--- config.mk ---
export PLATFORM = sky130hd
export DESIGN_NAME = fft_stage_scheduler
export DESIGN_NICKNAME = d
export VERILOG_FILES = /design/src/rtl/fft_stage_scheduler.sv
export SDC_FILE = /design/constraint.sdc
export NUM_CORES = 1
export LEC_CHECK = 0
export CAP_MARGIN = 20
export CORE_AREA = 5 5 165 167
export CTS_CLUSTER_SIZE = 8
export DETAILED_ROUTE_END_ITERATION = 8
export DIE_AREA = 0 0 170 172
export SLEW_MARGIN = 0
export SYNTH_ARGS = -nofsm -noshare
export SYNTH_HDL_FRONTEND = slang
export SYNTH_SLANG_ARGS = --single-unit
--- constraint.sdc ---
create_clock -name i_clk -period 14.11 [get_ports i_clk]
set_clock_uncertainty 0.2 [all_clocks]
set_input_delay 1.411 -clock i_clk [delete_from_list [all_inputs] [get_ports i_clk]]
set_output_delay 1.411 -clock i_clk [all_outputs]
set_load 0.02 [all_outputs]
--- src/rtl/fft_stage_scheduler.sv ---
// Address and twiddle sequencer for an in-place radix-2 DIT FFT over the sample RAM.
// Issues butterfly read pairs stage by stage and replays them as write-backs PIPE_LAT cycles later.
module fft_stage_scheduler #(
   parameter int ADDR_WIDTH = 12,
   parameter int PIPE_LAT   = 4
) (
   input  logic                  i_clk,
   input  logic                  i_rst,
   input  logic                  i_DATA_LOADED,
   input  logic [3:0]            i_LOG2N,
   input  logic                  i_HOLD,
   output logic                  o_RD_EN,
   output logic [ADDR_WIDTH-1:0] o_RD_ADDR_A,
   output logic [ADDR_WIDTH-1:0] o_RD_ADDR_B,
   output logic [ADDR_WIDTH-2:0] o_TWIDDLE_IDX,
   output logic                  o_WR_EN,
   output logic [ADDR_WIDTH-1:0] o_WR_ADDR_A,
   output logic [ADDR_WIDTH-1:0] o_WR_ADDR_B,
   output logic [3:0]            o_STAGE,
   output logic                  o_BUSY,
   output logic                  o_CALC_END,
   output logic                  o_ERR
);

   typedef enum logic [1:0] {IDLE, ISSUE, DRAIN, DONE} state_t;

   localparam logic [4:0] MAX_LOG2N = 5'(ADDR_WIDTH);
   // Every delay-line slot except the output one; the output slot is the write-back happening now.
   localparam logic [PIPE_LAT-1:0] EARLY_MASK = PIPE_LAT'((64'd1 << (PIPE_LAT - 1)) - 64'd1);

   state_t                state;
   logic [3:0]            log2n_q;
   logic [3:0]            stage_q;
   logic [ADDR_WIDTH-1:0] k_q;
   logic                  busy_q;
   logic                  calc_end_q;
   logic                  err_q;

   logic [PIPE_LAT-1:0]   dl_vld;
   logic [ADDR_WIDTH-1:0] dl_a [PIPE_LAT];
   logic [ADDR_WIDTH-1:0] dl_b [PIPE_LAT];

   logic [ADDR_WIDTH-1:0] half;
   logic [ADDR_WIDTH-1:0] j_idx;
   logic [ADDR_WIDTH-1:0] addr_a;
   logic [ADDR_WIDTH-1:0] addr_b;
   logic [ADDR_WIDTH-2:0] twid;
   logic [ADDR_WIDTH-1:0] last_k;
   logic                  issue;
   logic                  pending;
   logic                  start_ok;

   always_comb begin
      half     = ADDR_WIDTH'(1) << stage_q;
      j_idx    = k_q & (half - ADDR_WIDTH'(1));
      addr_a   = ((k_q >> stage_q) << (stage_q + 4'd1)) + j_idx;
      addr_b   = addr_a + half;
      twid     = (ADDR_WIDTH-1)'(j_idx << (log2n_q - 4'd1 - stage_q));
      last_k   = (ADDR_WIDTH'(1) << (log2n_q - 4'd1)) - ADDR_WIDTH'(1);
      issue    = (state == ISSUE) && !i_HOLD;
      pending  = |(dl_vld & EARLY_MASK);
      start_ok = (i_LOG2N != 4'd0) && ({1'b0, i_LOG2N} <= MAX_LOG2N);
   end

   always_ff @(posedge i_clk) begin
      if (i_rst) begin
         dl_vld <= '0;
         for (int unsigned i = 0; i < PIPE_LAT; i++) begin
            dl_a[i] <= '0;
            dl_b[i] <= '0;
         end
      end else begin
         dl_vld[0] <= issue;
         dl_a[0]   <= issue ? addr_a : '0;
         dl_b[0]   <= issue ? addr_b : '0;
         for (int unsigned i = 1; i < PIPE_LAT; i++) begin
            dl_vld[i] <= dl_vld[i-1];
            dl_a[i]   <= dl_a[i-1];
            dl_b[i]   <= dl_b[i-1];
         end
      end
   end

   always_ff @(posedge i_clk) begin
      if (i_rst) begin
         state      <= IDLE;
         log2n_q    <= '0;
         stage_q    <= '0;
         k_q        <= '0;
         busy_q     <= 1'b0;
         calc_end_q <= 1'b0;
         err_q      <= 1'b0;
      end else begin
         calc_end_q <= 1'b0;
         err_q      <= 1'b0;
         case (state)
            IDLE: begin
               if (i_DATA_LOADED) begin
                  if (start_ok) begin
                     log2n_q <= i_LOG2N;
                     stage_q <= '0;
                     k_q     <= '0;
                     busy_q  <= 1'b1;
                     state   <= ISSUE;
                  end else begin
                     err_q <= 1'b1;
                  end
               end
            end
            ISSUE: begin
               if (!i_HOLD) begin
                  if (k_q == last_k) begin
                     k_q   <= '0;
                     state <= DRAIN;
                  end else begin
                     k_q <= k_q + ADDR_WIDTH'(1);
                  end
               end
            end
            DRAIN: begin
               if (!pending) begin
                  if (stage_q == log2n_q - 4'd1) begin
                     calc_end_q <= 1'b1;
                     state      <= DONE;
                  end else begin
                     stage_q <= stage_q + 4'd1;
                     state   <= ISSUE;
                  end
               end
            end
            DONE: begin
               busy_q  <= 1'b0;
               stage_q <= '0;
               state   <= IDLE;
            end
            default: state <= IDLE;
         endcase
      end
   end

   assign o_RD_EN       = issue;
   assign o_RD_ADDR_A   = issue ? addr_a : '0;
   assign o_RD_ADDR_B   = issue ? addr_b : '0;
   assign o_TWIDDLE_IDX = issue ? twid : '0;
   assign o_WR_EN       = dl_vld[PIPE_LAT-1];
   assign o_WR_ADDR_A   = dl_a[PIPE_LAT-1];
   assign o_WR_ADDR_B   = dl_b[PIPE_LAT-1];
   assign o_STAGE       = stage_q;
   assign o_BUSY        = busy_q;
   assign o_CALC_END    = calc_end_q;
   assign o_ERR         = err_q;

endmodule
==> metrics.csv <==
stage,metric,value,unit
outcome,status,finished clean,
die,core_area,0.0256,sq mm
yosys,synthArstFlopShare,0,%
worst_hold_path,whs_endpoint,dl_a[3][5],
yosys,synth_top_family_by_area,simple AND/OR/NAND/NOR gates,
worst_setup_path,arrival,7.06,ns
clocking,cts_resized,0,
clocking,cts_buffers,17,
routing,wl_per_cell,15.2,microns
sta,tns,0,ns
placement,dp.cells,1272,
clocking,cts_hold_buf,0,
sta,slew-limit-headroom,32.4,%
layout,drive_above_1_share,7.02,%
worst_setup_path,critPathMaxStageDelay,0.99,ns
yosys,avgSynthCellArea,8.25,sq um
sta,worstMarginPinSlew,1.01,ns
power_and_ir_drop,p_leak,0.00356,uW
routing,drtAntennaViolNets,0,
worst_setup_path,r2r_end,dl_b[0][11],
worst_setup_path,cp_cell_sequence,inv_1 -> ha_1 -> mux2i_1 -> nor2b_1 -> ha_1 -> nor2b_1 -> o21ai_0 -> a21boi_0 -> o21ai_0 -> a21boi_0 -> o21ai_0 -> nand2_1 -> xnor2_1 -> inv_1 -> ha_1 -> and3_1 -> a211o_1 -> a21o_1 -> a21oi_1 -> xnor2_1 -> xnor2_1 -> nor2_1 -> clkdlybuf4s50_1,
global_routing,gr-total-overflow,0,
global_routing,track_usage,13.6,%
yosys,syn_area,0.00755,sq mm
sta,hold_viol,0,
clocking,clockBufferDepth,2,
placement,place.gp.congestion,0.878,
routing,route.detailed.drc,0,
placement,pre_cts_ws,5.93,ns
die,initial_core_util,29.5,%
worst_setup_path,endpoint_kind,primary output,
routing,routed_wl,19.8,mm
routing,avgViaCountPerCell,4.88,
yosys,ys_ff_latch,125,
yosys,synth_cells,915,
sta,setup_violations,0,
worst_setup_path,critPathRequiredTime,12.50,ns
die,die_y,172,microns
power_and_ir_drop,power_density,103,mW/mm^2
yosys,synth.distinct_cells,72,
flow_run,maxCapViolations,0,
die,die_w,170,microns
power_and_ir_drop,switching_share,26.8,%
clocking,post_cts.repair.setup_buffers,0,
power_and_ir_drop,pwr-share-clk,47.6,%
yosys,synth_ff_type,dfxtp_1,
clocking,clock_latency,0.42,ns
yosys,synth_mux_area_share,8.07,%
worst_setup_path,ff2ff_path_depth,22,
global_routing,grt_max_degree,85,
layout,fin_nets,1006,
worst_setup_path,startpoint_type,flop,
clocking,htree_levels,4,
routing,drtPass1Iterations,5,
worst_setup_path,path_max_fanout,24,
yosys,syn-num-nets,965,
yosys,yosys.area_share.simple,25.2,%
yosys,seq_area_frac_synth,33.1,%
clocking,cts_tree,yes,
clocking,clkTransAtPathRegs,0.06,ns
global_routing,grt_pass1_vias,5982,
power_and_ir_drop,intPower,687,uW
power_and_ir_drop,ir_drop,0.0000817,V
yosys,yosys_warnings,0,
worst_setup_path,path_class,reg2out,
clocking,root_buffer,clkbuf_16,
power_and_ir_drop,p_total,939,uW
worst_setup_path,r2r-start,o_STAGE[1],
yosys,synthAdderAreaFrac,7.26,%
sta,period_needed,8.67,ns
worst_hold_path,min_path_cells,1,
worst_setup_path,cp_slowest_cell,dfxtp_1,
routing,num_vias,6358,
power_and_ir_drop,combPwrFrac,13.7,%
yosys,yosys-top-cells-area,"dfxtp_1, nor2b_1, ha_1, nor2_1, mux2i_1",
layout,num_antenna_cells,0,
power_and_ir_drop,power.switching,251,uW
worst_setup_path,crit_family,compound AO/OA/AOI/OAI gates,
worst_setup_path,worst-path-buf-inv,3,
sta,final_max_slew_viol_count,0,
layout,stdcell_count,1304,
worst_hold_path,hold_start,dl_a[2][5],
sta,fin_crit_sh,61.4,%
sta,rsz0062_at_grt,no,
routing,first_iter_violations,464,
yosys,netlist.area_leader.share,33.1,%
placement,dpl.hpwl,14.9,mm
yosys,synth_edf_count,0,
layout,area_delta_synth_final,20.9,%
global_routing,antenna_found_initial,0,
yosys,synth-compound-area-share,14.5,%
worst_hold_path,hold_path.class,reg2reg,
yosys,synth_xor_area_share,6.15,%
die,rows,59,
die,die_area,0.0292,sq mm
power_and_ir_drop,p_seq_share,38.6,%
die,io-pin-count,76,
layout,final_util,35.6,%
yosys,yosys.area.top_type,dfxtp_1,
clocking,cts_sinks,125,
global_routing,grt_pass1_wl,31.9,mm
sta,fmax,0.115,GHz
worst_setup_path,r2r_slack,7.73,ns
placement,io_buffers,75,
sta,worst_slack,5.44,ns
## layout make-up
type / instances / area (sq um)
Fill cell: 2583 / 16500
Timing Repair Buffer: 79 / 776
Sequential cell: 125 / 2500
Tap cell: 335 / 419
Inverter: 51 / 191
Clock buffer: 18 / 429
Multi-Input combinational cell: 682 / 4630
Clock inverter: 14 / 183
## sequential cells by signal (all words and copies together) (netlist names)
name / count
dl_a: 48
dl_b: 48
dl_vld: 4
k_q: 12
log2n_q: 4
o_BUSY: 1
o_CALC_END: 1
o_ERR: 1
o_STAGE: 4
state: 2
## per-stage QoR
stage                     hold WS, ns  instance area [sq um]
after global routing            0.244                   9130
after detailed placement        0.220                   8520
final                           0.229                   9130
after global placement          0.216                   8520
after floorplan                 0.214                   7550
after CTS                       0.231                   9130
## logic make-up (layout without fill, tap and decap cells)
family,count (synthesis),count (layout)
and+or+nand+nor,378,378
AOI/OAI and AO/OA,163,163
DFF,125,125
buffers and inverters,108,162
xor gates and xnor gates,53,53
muxes,46,46
adders and majority gates,42,42
## worst max-delay path by stage
| stage | slack, ns | to | startpoint | cells past startpoint |
|---|---|---|---|---|
| 4_1_cts | 5.44 | o_RD_ADDR_B[11] | o_STAGE[1] | 23 |
| 6_report | 5.44 | o_RD_ADDR_B[11] | o_STAGE[1] | 23 |
| 2_1_floorplan | 6.86 | o_RD_ADDR_B[11] | o_STAGE[0] | 27 |
| 3_3_place_gp | 6.08 | o_RD_ADDR_B[11] | o_STAGE[1] | 23 |
| 3_5_place_dp | 5.93 | o_RD_ADDR_B[11] | o_STAGE[1] | 25 |
| 5_1_grt | 4.88 | o_RD_ADDR_B[11] | o_STAGE[1] | 23 |
## cells in the mapped netlist, types with 7 or more instances
| cell | count |
|---|---|
| nor2b_1 | 92 |
| and2_1 | 13 |
| dfxtp_1 | 125 |
| buf_2 | 8 |
| and3_1 | 8 |
| o21ai_0 | 38 |
| nand2_1 | 63 |
| mux4_2 | 11 |
| ha_1 | 39 |
| nor3_1 | 30 |
| nor2_1 | 113 |
| nand3_1 | 17 |
| a211oi_1 | 11 |
| inv_1 | 49 |
| nor3b_1 | 7 |
| mux2i_1 | 29 |
| xnor2_1 | 33 |
| or2_2 | 8 |
| a21oi_1 | 32 |
| xor2_1 | 20 |
| a21o_1 | 8 |
| nand2b_1 | 8 |
| clkbuf_1 | 43 |
| o21a_1 | 7 |
## power groups by stage
stage,sequential [uW],combinational [uW],clock [uW]
after floorplan,368,102,0
after global placement,370,128,0
after detailed placement,370,128,0
after CTS,362,129,461
after global routing,363,144,477
final,363,129,447
## layout by cell type, fill, tap and decap left out, types with 7 or more instances in the layout
cell and instances:
dfxtp_1 125, nor2_1 113, nor2b_1 92, clkdlybuf4s50_1 74, nand2_1 63, inv_1 49, ha_1 39, o21ai_0 38
xnor2_1 33, a21oi_1 32, nor3_1 30, mux2i_1 29, xor2_1 20, nand3_1 17, clkbuf_16 17, and2_1 13
mux4_2 11, a211oi_1 11, a21o_1 8, nand2b_1 8, or2_2 8, and3_1 8, o21a_1 7, nor3b_1 7
## metal layers
layer | global-route usage [%] | part of all wire [%] | vias up
met5 | 0 | 0 | -
met3 | 2.77 | 4.8 | 35
met4 | 5.10 | 2.3 | 0
met1 | 17.4 | 46 | 2953
li1 | - | - | 3217
met2 | 22.9 | 47 | 153
Note: power is estimated with default switching activity, not from simulation.
